[config.mk]
export PLATFORM = sky130hd
export DESIGN_NAME = arbitro_rr_8a1
export DESIGN_NICKNAME = d
export VERILOG_FILES = /design/src/rtl/arbitro_rr_8a1.sv
export SDC_FILE = /design/constraint.sdc
export NUM_CORES = 1
export LEC_CHECK = 0
export ABC_AREA = 1
export CORE_AREA = 10 10 101 94
export CTS_CLUSTER_DIAMETER = 120
export CTS_CLUSTER_SIZE = 8
export DETAILED_ROUTE_END_ITERATION = 8
export DIE_AREA = 0 0 111 104
export GPL_ROUTABILITY_DRIVEN = 1
export PLACE_DENSITY = 0.86
export SYNTH_ARGS = -nofsm -noshare
export SYNTH_HDL_FRONTEND = slang
export SYNTH_SLANG_ARGS = --single-unit
[constraint.sdc]
create_clock -name clk -period 4 [get_ports clk]
set_input_delay 1.2 -clock clk [delete_from_list [all_inputs] [get_ports clk]]
set_output_delay 1.2 -clock clk [all_outputs]
set_load 0.01 [all_outputs]
[src/rtl/arbitro_rr_8a1.sv]
// Eight-to-one arbiter draining per-class FIFOs into one downstream FIFO, throttled by occupancy hysteresis.
// Build option: define ARB_STRICT_PRIORITY_EN for fixed priority (FIFO 0 highest) instead of round-robin.
module arbitro_rr_8a1 #(
    parameter int unsigned DATA_WIDTH   = 10,
    parameter int unsigned UMBRALES_L_H = 8
) (
    input  logic                      clk,
    input  logic                      reset,
    input  logic                      idle,
    input  logic [UMBRALES_L_H-1:0]   umbral_L,
    input  logic [UMBRALES_L_H-1:0]   umbral_H,
    input  logic [7:0]                empty_fifos,
    input  logic [8*DATA_WIDTH-1:0]   data_fifos,
    input  logic [UMBRALES_L_H-1:0]   dest_count,
    output logic [7:0]                pop,
    output logic                      push,
    output logic [DATA_WIDTH-1:0]     data_out,
    output logic [2:0]                grant_idx,
    output logic                      pause
);

    localparam int unsigned NUM_FIFOS = 8;
    localparam int unsigned IDX_W     = 3;

    typedef enum logic [1:0] {
        IDLE  = 2'b00,
        RUN   = 2'b01,
        PAUSE = 2'b10
    } state_t;

    state_t                  state_q;
    state_t                  state_d;
    logic                    below_h;
    logic                    at_or_below_l;
    logic                    found;
    logic [IDX_W-1:0]        grant_sel;
    logic [IDX_W-1:0]        idx;
    logic [DATA_WIDTH-1:0]   head_words [NUM_FIFOS];

    assign below_h       = (dest_count < umbral_H);
    assign at_or_below_l = (dest_count <= umbral_L);

    // Unpack the FWFT head words so the grant can select one directly
    always_comb begin
        for (int unsigned i = 0; i < NUM_FIFOS; i++) begin
            head_words[i] = data_fifos[i*DATA_WIDTH +: DATA_WIDTH];
        end
    end

    // First non-empty FIFO after the last grant (or from 0 in strict-priority builds)
    always_comb begin
        grant_sel = '0;
        found     = 1'b0;
        idx       = '0;
        for (int unsigned k = 0; k < NUM_FIFOS; k++) begin
`ifdef ARB_STRICT_PRIORITY_EN
            idx = IDX_W'(k);
`else
            idx = grant_idx + IDX_W'(k + 1);
`endif
            if (!found && !empty_fifos[idx]) begin
                grant_sel = idx;
                found     = 1'b1;
            end
        end
    end

    // State register
    always_ff @(posedge clk or negedge reset) begin
        if (!reset) begin
            state_q <= IDLE;
        end else begin
            state_q <= state_d;
        end
    end

    // Next state; idle overrides everything, 2'b11 falls back to IDLE
    always_comb begin
        state_d = state_q;
        if (idle) begin
            state_d = IDLE;
        end else begin
            case (state_q)
                IDLE:    state_d = RUN;
                RUN:     if (!below_h) state_d = PAUSE;
                PAUSE:   if (at_or_below_l && below_h) state_d = RUN;
                default: state_d = IDLE;
            endcase
        end
    end

    // Combinational read strobe; the high-threshold guard stops pops in the same cycle
    always_comb begin
        pop = '0;
        if ((state_q == RUN) && !idle && below_h && found) begin
            pop[grant_sel] = 1'b1;
        end
    end

    // Registered push side: one cycle behind the pop
    always_ff @(posedge clk or negedge reset) begin
        if (!reset) begin
            push      <= 1'b0;
            data_out  <= '0;
            grant_idx <= IDX_W'(NUM_FIFOS - 1);
            pause     <= 1'b0;
        end else begin
            push  <= |pop;
            pause <= (state_d == PAUSE);
            if (|pop) begin
                data_out  <= head_words[grant_sel];
                grant_idx <= grant_sel;
            end
        end
    end

endmodule

==> results.yml, run 1 <==
routing:
  drc: 0
  vias: 3911
  drt-initial-drc-count: 310
  drt_first_pass_iters: 5
  met2_length_mm: 6.35
  wl_met3_mm: 1.04
  postRouteAntennaNets: 0
  wl_met1_mm: 4.73
  drt_wl_total_mm: 12.4
  post_drt_wl_per_cell_um: 16.4
  top_layer: "met4"
  vias_per_cell: 5.15
placed_design:
  dp_hpwl_mm: 8.98
  pre_cts_ws_ns: -1.05
  buffer_ports.inserted: 137
  gp_congestion: 1.02
timing:
  relSlewSlack: 0.510
  slew_violations: 0
  rsz0062_at_grt: "true"
  whs_ns: 0.519
  min_period_ns: 4.08
  finalSetupViolCount: 8
  setup_tns_ns: -0.484
  min_period_over_period: 1.02
  tightest_slew_ns: 0.733
  fmax_mhz: 245
  finClkSkew_ns: 0.00584
  finalHoldViolations: 0
  setup_ws_ns: -0.0763
logic_synthesis:
  postSynthCellCount: 489
  async_reset_ff_frac: 1.00
  synth-main-ff-cell: "dfrtp_1"
  ys_seq_area_frac: 0.155
  yosysTopAreaCell: "nand2_1"
  syn_avg_cell_area_um2: 5.66
  synth.area.top_cells: "nand2_1 26%, nand3_1 14%, dfrtp_1 13%"
  synth_common_cells: "194 x nand2_1, 80 x nand3_1, 49 x nor2_1"
  yosysMostFrequentCell: "nand2_1"
  synth_fp_nets: 621
  synth_edf_count: 0
  ys_ff_latch: 17
  syn-cell-area_mm2: 0.00277
  yosysTopAreaCellShare: 0.263
  synth_cell_types: 33
  yosysWarnings: 0
floorplan:
  ioPinCount: 138
  num_rows: 30
  die_area_mm2: 0.0115
  fp.dieW_um: 111
  initial_core_util: 0.374
  design.core.area_mm2: 0.00739
  die_h_um: 104
grt:
  antenna_found_initial: 0
  grt_max_degree: 41
  grt_pass1_vias: 3810
  grt_use_total: 0.189
  overflow: 0
  grt_pass1_wl_mm: 18.7
cells_and_area:
  n_fill_cell: 617
  n_antenna_cell: 0
  fin_nets: 796
  layout-drive-gt1-share: 0.287
  multi_input_area_mm2: 0.00243
  final_util: 0.672
  area.sequential_um2: 429
  synthToLayoutAreaGrowth_pct: 79.6
power_and_ir_drop:
  p_per_area_mw_per_mm2: 1040
  vdd_drop_max_v: 0.000632
  sequentialPowerShare: 0.059
  p_comb_frac: 0.916
  p_clk_frac: 0.025
  p_total_w: 0.00517
  swShare: 0.590
  p_int_w: 0.00212
  p_leak_nw: 2.43
  p_sw_w: 0.00305
worst_setup_path:
  crit_required_ns: 2.80
  criticalPathCategory: "input port to primary output"
  endpoint_kind: "primary output"
  arrival_ns: 2.88
  cp-start-kind: "input port"
  cp_max_fo: 4
outcome:
  status: "finished, violations left"
  violations: "negative setup slack"
hold_path:
  hold_path.class: "flip-flop to flip-flop"
clock_network:
  cts_buffers: 3
  clkLatencyLatePin_ns: 0.25
  cts_max_path_buffers: 2
  cts_sinks: 17
  clkSlewWorstSetupHoldPaths_ns: 0.06
  cts_max_level: 1
  cts-root-buf: "clkbuf_8"
  cts_tree: "yes"
flow_run:
  cap_violations: 0
[critical path, stage by stage]
cell	delay [ns]
buf_6	0.10
nand2_2	0.07
nand3_2	0.09
nand2_1	0.15
nand2_1	0.09
nand2_1	0.16
inv_2	0.07
nand4_1	0.12
nor2_2	0.06
nand3_2	0.10
buf_4	0.12
nand3b_4	0.09
nor2_2	0.16
inv_1	0.08
nor2_1	0.09
buf_2	0.14
[path summary, 6_finish.rpt]
path / cells past startpoint / startpoint / to / slack (ns)
worst max register to register: 21 / grant_idx[1]$_DFFE_PN1P_ / data_out[3]$_DFFE_PN0P_ / 0.76
worst max-delay path: 16 / empty_fifos[5] / pop[1] / -0.08
min in group asynchronous: 1 / reset / data_out[4]$_DFFE_PN0P_ / 1.39
max in group asynchronous: 1 / reset / data_out[6]$_DFFE_PN0P_ / 2.15
worst min register to register: 2 / data_out[0]$_DFFE_PN0P_ / data_out[0]$_DFFE_PN0P_ / 0.52
worst min-delay path: 2 / data_out[0]$_DFFE_PN0P_ / data_out[0]$_DFFE_PN0P_ / 0.52
[through the flow]
stage          std cells  instance area (um2)
2_1_floorplan        489                 2770
3_3_place_gp         740                 4410
3_5_place_dp         740                 4410
4_1_cts              752                 4730
5_1_grt              759                 4970
6_report             759                 4970
[area by class of cell]
cell class | count | area share
multi-input cells | 406 | 0.489
repair buffers | 193 | 0.356
flip-flops and latches | 17 | 0.0863
inverters | 43 | 0.0347
well taps | 96 | 0.0242
clock buffers | 3 | 0.00830
clock inverters | 1 | 0.00151
[repair_timing]
action / in CTS / in global routing
buffers inserted: 8 / 7
pin swaps: 45 / 36
hold endpoints to repair: 0 / 0
hold buffers: 0 / 0
gates resized for setup: 177 / 41
setup endpoints to repair: 8 / 8
[cells by family (layout without fill, tap and decap cells)]
group / after synthesis / in the layout / synth area share
AND/OR/NAND/NOR: 367 / 367 / 0.596
buffers and inverters: 66 / 240 / 0.117
AO/OA/AOI/OAI: 20 / 20 / 0.0456
adder cells (fa/ha/maj): 17 / 17 / 0.0768
flip-flops: 17 / 17 / 0.155
XOR/XNOR: 2 / 2 / 0.00904
[sequential cells by signal, indices dropped and copies added, names as in the netlist]
signal,cells
state_q,2
data_out,10
pause,1
push,1
grant_idx,3
[power groups by stage]
stage                     Combinational, W  Sequential (W)  Clock (W)
after CTS                          0.00429        0.000306   0.000129
after detailed placement           0.00397        0.000305          0
after global routing               0.00517        0.000316   0.000140
final                              0.00473        0.000305   0.000127
after floorplan                    0.00275        0.000329          0
after global placement             0.00389        0.000299          0
[routing by layer]
layer / track usage / vias to the layer above
met5: 0 / -
met4: 0.0353 / 0
met3: 0.0311 / 37
met2: 0.342 / 205
met1: 0.227 / 1756
li1: - / 1913
[placed cells by master (no fill, tap or decap), types with 3 or more instances in the layout]
cell type / synthesis / final
ha_4: 0 / 7
nand2_1: 194 / 173
nor2_1: 49 / 45
buf_6: 3 / 9
a21oi_1: 6 / 4
buf_2: 12 / 10
nor2_2: 5 / 6
clkdlybuf4s50_1: 0 / 105
dfrtp_1: 14 / 14
o21ai_0: 4 / 4
inv_1: 35 / 24
nand2_2: 13 / 22
inv_4: 1 / 4
nand2_4: 0 / 11
dlygate4sd2_1: 0 / 5
a211oi_1: 4 / 3
clkbuf_8: 0 / 3
ha_1: 17 / 9
dfstp_2: 3 / 3
nand3_1: 80 / 69
nand3_4: 0 / 10
buf_4: 7 / 54
nand4_1: 8 / 8
nor2_4: 4 / 7
clkdlybuf4s15_1: 0 / 4
nand3_2: 10 / 11
inv_2: 5 / 14
(Power assumes the default switching activity.)
==> inputs of run 2 (changes only) <==
- ABC_AREA: 1 -> 0
- CORE_AREA: 10 10 101 94 -> 10 10 104 97
- DIE_AREA: 0 0 111 104 -> 0 0 114 107
- PLACE_DENSITY: 0.86 -> 0.85
==> run 2 against run 1 <==
Against the previous run:
- the run still ends with negative setup slack left
- register-to-register slack got worse by 0.91 ns
- count of clock-buffer cells in the layout unchanged
- non-clock buffer count up 61
==> results.yml, run 2 <==
logic_synthesis:
  ys_seq_area_frac: 0.142
  synth-main-ff-cell: "dfrtp_1"
  syn-cell-area_mm2: 0.00301
  synth_edf_count: 0
  synth.area.top_cells: "dfrtp_1 12%, ha_1 7.1%, mux2i_1 7.0%"
  postSynthCellCount: 375
  ys_ff_latch: 17
  synth_common_cells: "36 x nand3_1, 30 x o21ai_0, 25 x nor2_1"
  syn_avg_cell_area_um2: 8.03
  yosysWarnings: 0
  yosysTopAreaCellShare: 0.116
  yosysTopAreaCell: "dfrtp_1"
  synth_fp_nets: 507
  async_reset_ff_frac: 1.00
  synth_cell_types: 65
  yosysMostFrequentCell: "nand3_1"
power_and_ir_drop:
  p_int_w: 0.00342
  p_total_w: 0.00689
  vdd_drop_max_v: 0.000671
  swShare: 0.503
  p_sw_w: 0.00347
  p_comb_frac: 0.933
  p_leak_nw: 2.51
  sequentialPowerShare: 0.046
  p_per_area_mw_per_mm2: 1140
  p_clk_frac: 0.021
worst_setup_path:
  crit_required_ns: 2.80
  criticalPathCategory: "input port to primary output"
  arrival_ns: 3.65
  endpoint_kind: "primary output"
  cp-start-kind: "input port"
  cp_max_fo: 7
timing:
  slew_violations: 0
  min_period_over_period: 1.21
  fmax_mhz: 206
  min_period_ns: 4.85
  rsz0062_at_grt: "true"
  finClkSkew_ns: 0.000542
  relSlewSlack: 0.384
  finalSetupViolCount: 18
  tightest_slew_ns: 0.922
  finalHoldViolations: 0
  setup_ws_ns: -0.854
grt:
  grt-busiest-layer: "met2"
  antenna_found_initial: 0
  gr-usage-met3: 0.0418
  grt_pass1_vias: 4125
  grt_use_total: 0.218
  grt_pass1_wl_mm: 22.0
  overflow: 0
  use_met2: 0.387
  grt_max_degree: 21
  grtUsageMet1: 0.270
floorplan:
  design.core.area_mm2: 0.00791
  fp.dieW_um: 114
  die_h_um: 107
  die_area_mm2: 0.0122
  initial_core_util: 0.381
  ioPinCount: 138
  num_rows: 31
cells_and_area:
  layout-drive-gt1-share: 0.420
  mostFrequentLayoutCell: "clkdlybuf4s50_1"
  final_util: 0.764
  final_cell_mix: "111 x clkdlybuf4s50_1, 105 x buf_4, 32 x nand3_1"
  reg_top3: "data_out: 10 flops, grant_idx: 3 flops, state_q: 2 flops"
  largest_register_ffs: 10
  fin_nets: 738
  largest-register: "data_out"
  n_antenna_cell: 0
  synthToLayoutAreaGrowth_pct: 101
flow_run:
  cap_violations: 0
clock_network:
  clkLatencyLatePin_ns: 0.26
  clkSlewWorstSetupHoldPaths_ns: 0.08
  cts_tree: "yes"
  cts_buffers: 3
  cts_hold_buf: 0
  cts_max_level: 1
  cts-root-buf: "clkbuf_8"
  cts_sinks: 17
  cts_max_path_buffers: 2
outcome:
  violations: "negative setup slack"
  status: "finished, violations left"
placed_design:
  buffer_ports.inserted: 137
  gp_congestion: 0.938
  dp_hpwl_mm: 11.0
routing:
  drc: 0
  postRouteAntennaNets: 0
  post_drt_wl_per_cell_um: 23.1
  drt_first_pass_iters: 5
  vias: 4257
  drt-initial-drc-count: 362
  vias_per_cell: 6.05
  drt_wl_total_mm: 16.3
hold_path:
  hold_path.class: "flip-flop to flip-flop"
## run 2: cell count changes after synthesis, sizes merged, moves of 9 or more
cell     delta
a2111oi    +22
clkbuf     +10
inv        -17
mux2       +12
mux2i      +21
nand2     -193
nand3      -54
nand3b      +9
nor2       -32
nor2b      +12
o21ai      +28
## run 2: kinds of logic (layout without fill, tap and decap cells)
logic type / after synthesis / after routing / share of synthesized area
AO/OA/AOI/OAI: 115 / 115 / 0.279
XOR/XNOR: 2 / 2 / 0.0120
adder cells (fa/ha/maj): 17 / 17 / 0.0706
buffers and inverters: 54 / 284 / 0.0918
flip-flops: 17 / 17 / 0.142
multiplexers: 41 / 41 / 0.177
AND/OR/NAND/NOR: 129 / 129 / 0.227
## run 2: final cells by class
class / instances / area (um2)
sequential: 17 / 429
inverter: 26 / 119
multi-input combinational: 304 / 2970
clock buffer: 3 / 41.3
clock inverter: 1 / 5.00
timing repair buffer: 254 / 2360
fill: 480 / 1870
tap: 99 / 124
## run 2: repair_timing
| action | CTS | global route |
|---|---|---|
| pin swaps | 23 | 34 |
| resized for setup | 122 | 91 |
| buffers inserted | 16 | 12 |
| setup endpoints to repair | 18 | 18 |
| endpoints found under the hold margin | 0 | 0 |
## run 2: critical path, stage by stage
cell      delay, ns
buf_8          0.11
buf_4          0.13
buf_4          0.13
mux2i_1        0.20
o221ai_1       0.23
a311oi_1       0.39
o211ai_1       0.16
a222oi_1       0.35
buf_4          0.19
a21oi_4        0.09
buf_12         0.15
nor3_4         0.16
buf_2          0.15
## run 2: path summary, 6_finish.rpt
path                                           from                      end  slack (ns)  cells past startpoint
max                                  empty_fifos[3]                   pop[2]       -0.85                     13
min                            state_q[0]$_DFF_PN0_          pause$_DFF_PN0_        0.57                      2
max reg2reg                grant_idx[0]$_DFFE_PN1P_  data_out[9]$_DFFE_PN0P_       -0.15                     17
min reg2reg                    state_q[0]$_DFF_PN0_          pause$_DFF_PN0_        0.57                      2
max in group asynchronous                     reset  data_out[9]$_DFFE_PN0P_        1.99                      1
min in group asynchronous                     reset  data_out[4]$_DFFE_PN0P_        1.45                      1
## run 2: per-layer routing
metal	share of wire	wire length, um
met3	0.085	1390
met4	0.021	340
met2	0.50	8060
met1	0.40	6460
met5	0	0
## run 2: stage by stage
| step | instances | setup TNS [ns] | hold slack [ns] | setup WS, ns | instance area [um2] |
|---|---|---|---|---|---|
| floorplan | 375 | -2.67 | 0.529 | -0.375 | 3190 |
| global placement | 675 | -16.51 | 0.549 | -1.49 | 5230 |
| detailed placement | 675 | -17.92 | 0.552 | -1.58 | 5230 |
| CTS | 694 | -5.38 | 0.562 | -0.721 | 5520 |
| global route | 704 | -8.44 | 0.591 | -0.918 | 6050 |
| finish | 704 | -7.37 | 0.566 | -0.854 | 6050 |
## run 2: power by group through the flow
stage	logic, W	registers [W]	clock network (W)
global route	0.00672	0.000328	0.000149
finish	0.00643	0.000319	0.000142
detailed placement	0.00460	0.000316	0
global placement	0.00453	0.000314	0
CTS	0.00507	0.000313	0.000134
floorplan	0.00279	0.000333	0
==> inputs of run 3 (changes only) <==
- SETUP_SLACK_MARGIN: default -> 0.5
==> run 3 against run 2 <==
Against the previous run:
- the flow still finishes with violations (negative setup slack)
- register-to-register slack worse by 0.11 ns
- final area up 2.6%
- die area unchanged
- global-route usage rose by 1.7 points
- via count rose by 5.3%
- cell count increased by 0.71%
- critical path depth is the same
- critical endpoint is now pop[3]
- largest cell class unchanged
==> results.yml, run 3 (synthesized netlist as in run 2, its figures left out) <==
outcome:
  status: "finished, violations left"
  violations: "negative setup slack"
timing:
  slew_violations: 0
  finalHoldViolations: 0
  min_period_ns: 4.94
  rsz0062_at_grt: "true"
  min_period_over_period: 1.23
  finClkSkew_ns: 0.00807
  whs_ns: 0.562
  fmax_mhz: 203
  tightest_slew_ns: 0.909
  setup_ws_ns: -0.938
  finalSetupViolCount: 18
  relSlewSlack: 0.392
cells_and_area:
  final_cell_mix: "111 x clkdlybuf4s50_1, 106 x buf_4, 33 x nand3_1"
  reg_top3: "data_out: 10 flops, grant_idx: 3 flops, state_q: 2 flops"
  n_antenna_cell: 0
  mostFrequentLayoutCell: "clkdlybuf4s50_1"
  layout-drive-gt1-share: 0.443
  largest-register: "data_out"
  fin_nets: 743
  largest_register_ffs: 10
  synthToLayoutAreaGrowth_pct: 106
  fin_area_mm2: 0.00620
worst_setup_path:
  worst-path-buf-inv: 5
  worst_r2r_path_depth: 18
  criticalPathCategory: "flip-flop to primary output"
  path_delay_family: "compound AO/OA/AOI/OAI gates"
  worst_path_max_delay_cell: "dfstp_2"
  crit_required_ns: 2.80
  r2r-start: "grant_idx[0]$_DFFE_PN1P_"
  endpoint_kind: "primary output"
  cp_cell_sequence: "inv_6, ha_4, buf_4, mux2i_1, o221ai_1, a311oi_1, o211ai_1, a222oi_1, buf_4, a21oi_4, buf_12, nor3_2, buf_2"
  slowest_delay_ns: 0.62
  cp-start-kind: "flip-flop"
  arrival_ns: 3.74
  cpMostUsedCell: "buf_4"
  r2r_slack_ns: -0.26
  cp_max_fo: 10
  r2r-end: "data_out[4]$_DFFE_PN0P_"
clock_network:
  cts-root-buf: "clkbuf_8"
  cts_sinks: 17
  cts_max_level: 1
  clkSlewWorstSetupHoldPaths_ns: 0.09
  cts_buffers: 3
  cts_tree: "yes"
  clkLatencyLatePin_ns: 0.27
  cts_max_path_buffers: 2
hold_path:
  hold_end: "pause$_DFF_PN0_"
  hold_path.class: "flip-flop to flip-flop"
  whs_path_depth: 2
  min_from: "state_q[0]$_DFF_PN0_"
grt:
  grt_pass1_wl_mm: 23.4
  grt_pass1_vias: 4306
  antenna_found_initial: 0
  overflow: 0
  grt_max_degree: 21
  grt_use_total: 0.235
floorplan:
  initial_core_util: 0.381
  design.core.area_mm2: 0.00791
  ioPinCount: 138
  die_h_um: 107
  fp.dieW_um: 114
  num_rows: 31
  die_area_mm2: 0.0122
placed_design:
  dpl_cell_area_mm2: 0.00523
  gp_congestion: 0.938
  buffer_ports.inserted: 137
  dp_hpwl_mm: 11.0
routing:
  vias_per_cell: 6.32
  vias: 4482
  post_drt_wl_per_cell_um: 25.4
  drt_wl_total_mm: 18.0
  postRouteAntennaNets: 0
  drc: 0
  drt_first_pass_iters: 5
  drt-initial-drc-count: 620
flow_run:
  cap_violations: 0
[run 3: changes by cell type in the layout (fill, tap and decap cells not counted), moves of 3 or more]
cell and delta:
a211oi_1 -3, a2111oi_4 +3, nor2b_1 -3, buf_8 +5
nor2b_2 +3, a2111oi_1 -6, a2111oi_2 +3, a211oi_2 +4
[run 3: worst max path at each step]
stage,startpoint,to,depth (start not counted)
after CTS,empty_fifos[2],pop[2],13
after detailed placement,empty_fifos[3],pop[5],10
final,grant_idx[0]$_DFFE_PN1P_,pop[3],13
after global placement,empty_fifos[7],pop[5],11
after floorplan,grant_idx[0]$_DFFE_PN1P_,pop[5],14
after global routing,grant_idx[0]$_DFFE_PN1P_,pop[3],13
[run 3: tightest hold or removal path: cells and delay by family, from the launching register on]
family             cells  cell delay (ns)
DFF                    1             0.35
AOI/OAI and AO/OA      1             0.14
and+or+nand+nor        1             0.04
[run 3: through the flow]
stage / cells / TNS, ns / utilization / worst slack (ns)
4_1_cts: 696 / -5.38 / 0.727 / -0.721
3_5_place_dp: 675 / -17.92 / 0.661 / -1.58
2_1_floorplan: 375 / -2.67 / - / -0.375
6_report: 709 / -8.28 / 0.784 / -0.938
5_1_grt: 709 / -9.45 / 0.784 / -0.976
3_3_place_gp: 675 / -16.51 / 0.661 / -1.49
[run 3: layout make-up]
class / instances / area, um2
Multi-Input combinational cell: 304 / 3060
Tap cell: 99 / 124
Clock inverter: 1 / 5.00
Inverter: 26 / 116
Sequential cell: 17 / 429
Fill cell: 458 / 1710
Timing Repair Buffer: 259 / 2420
Clock buffer: 3 / 41.3
[run 3: layer usage]
layer / wire length, um / GRT usage
met2: 8600 / 0.410
met3: 1840 / 0.0563
met4: 987 / 0.0742
met5: 0 / 0
met1: 6590 / 0.276
[run 3: what timing repair did]
action,CTS,global route
gates resized for setup,171,62
gates cloned,0,1
hold buffers,0,0
pin swaps,31,39
buffers inserted,17,12
setup endpoints to repair,21,18
Power of run 3 is left out: the tool's default activity adds up to more than one toggle a clock period on the data nets, which glitch-free logic cannot reach.
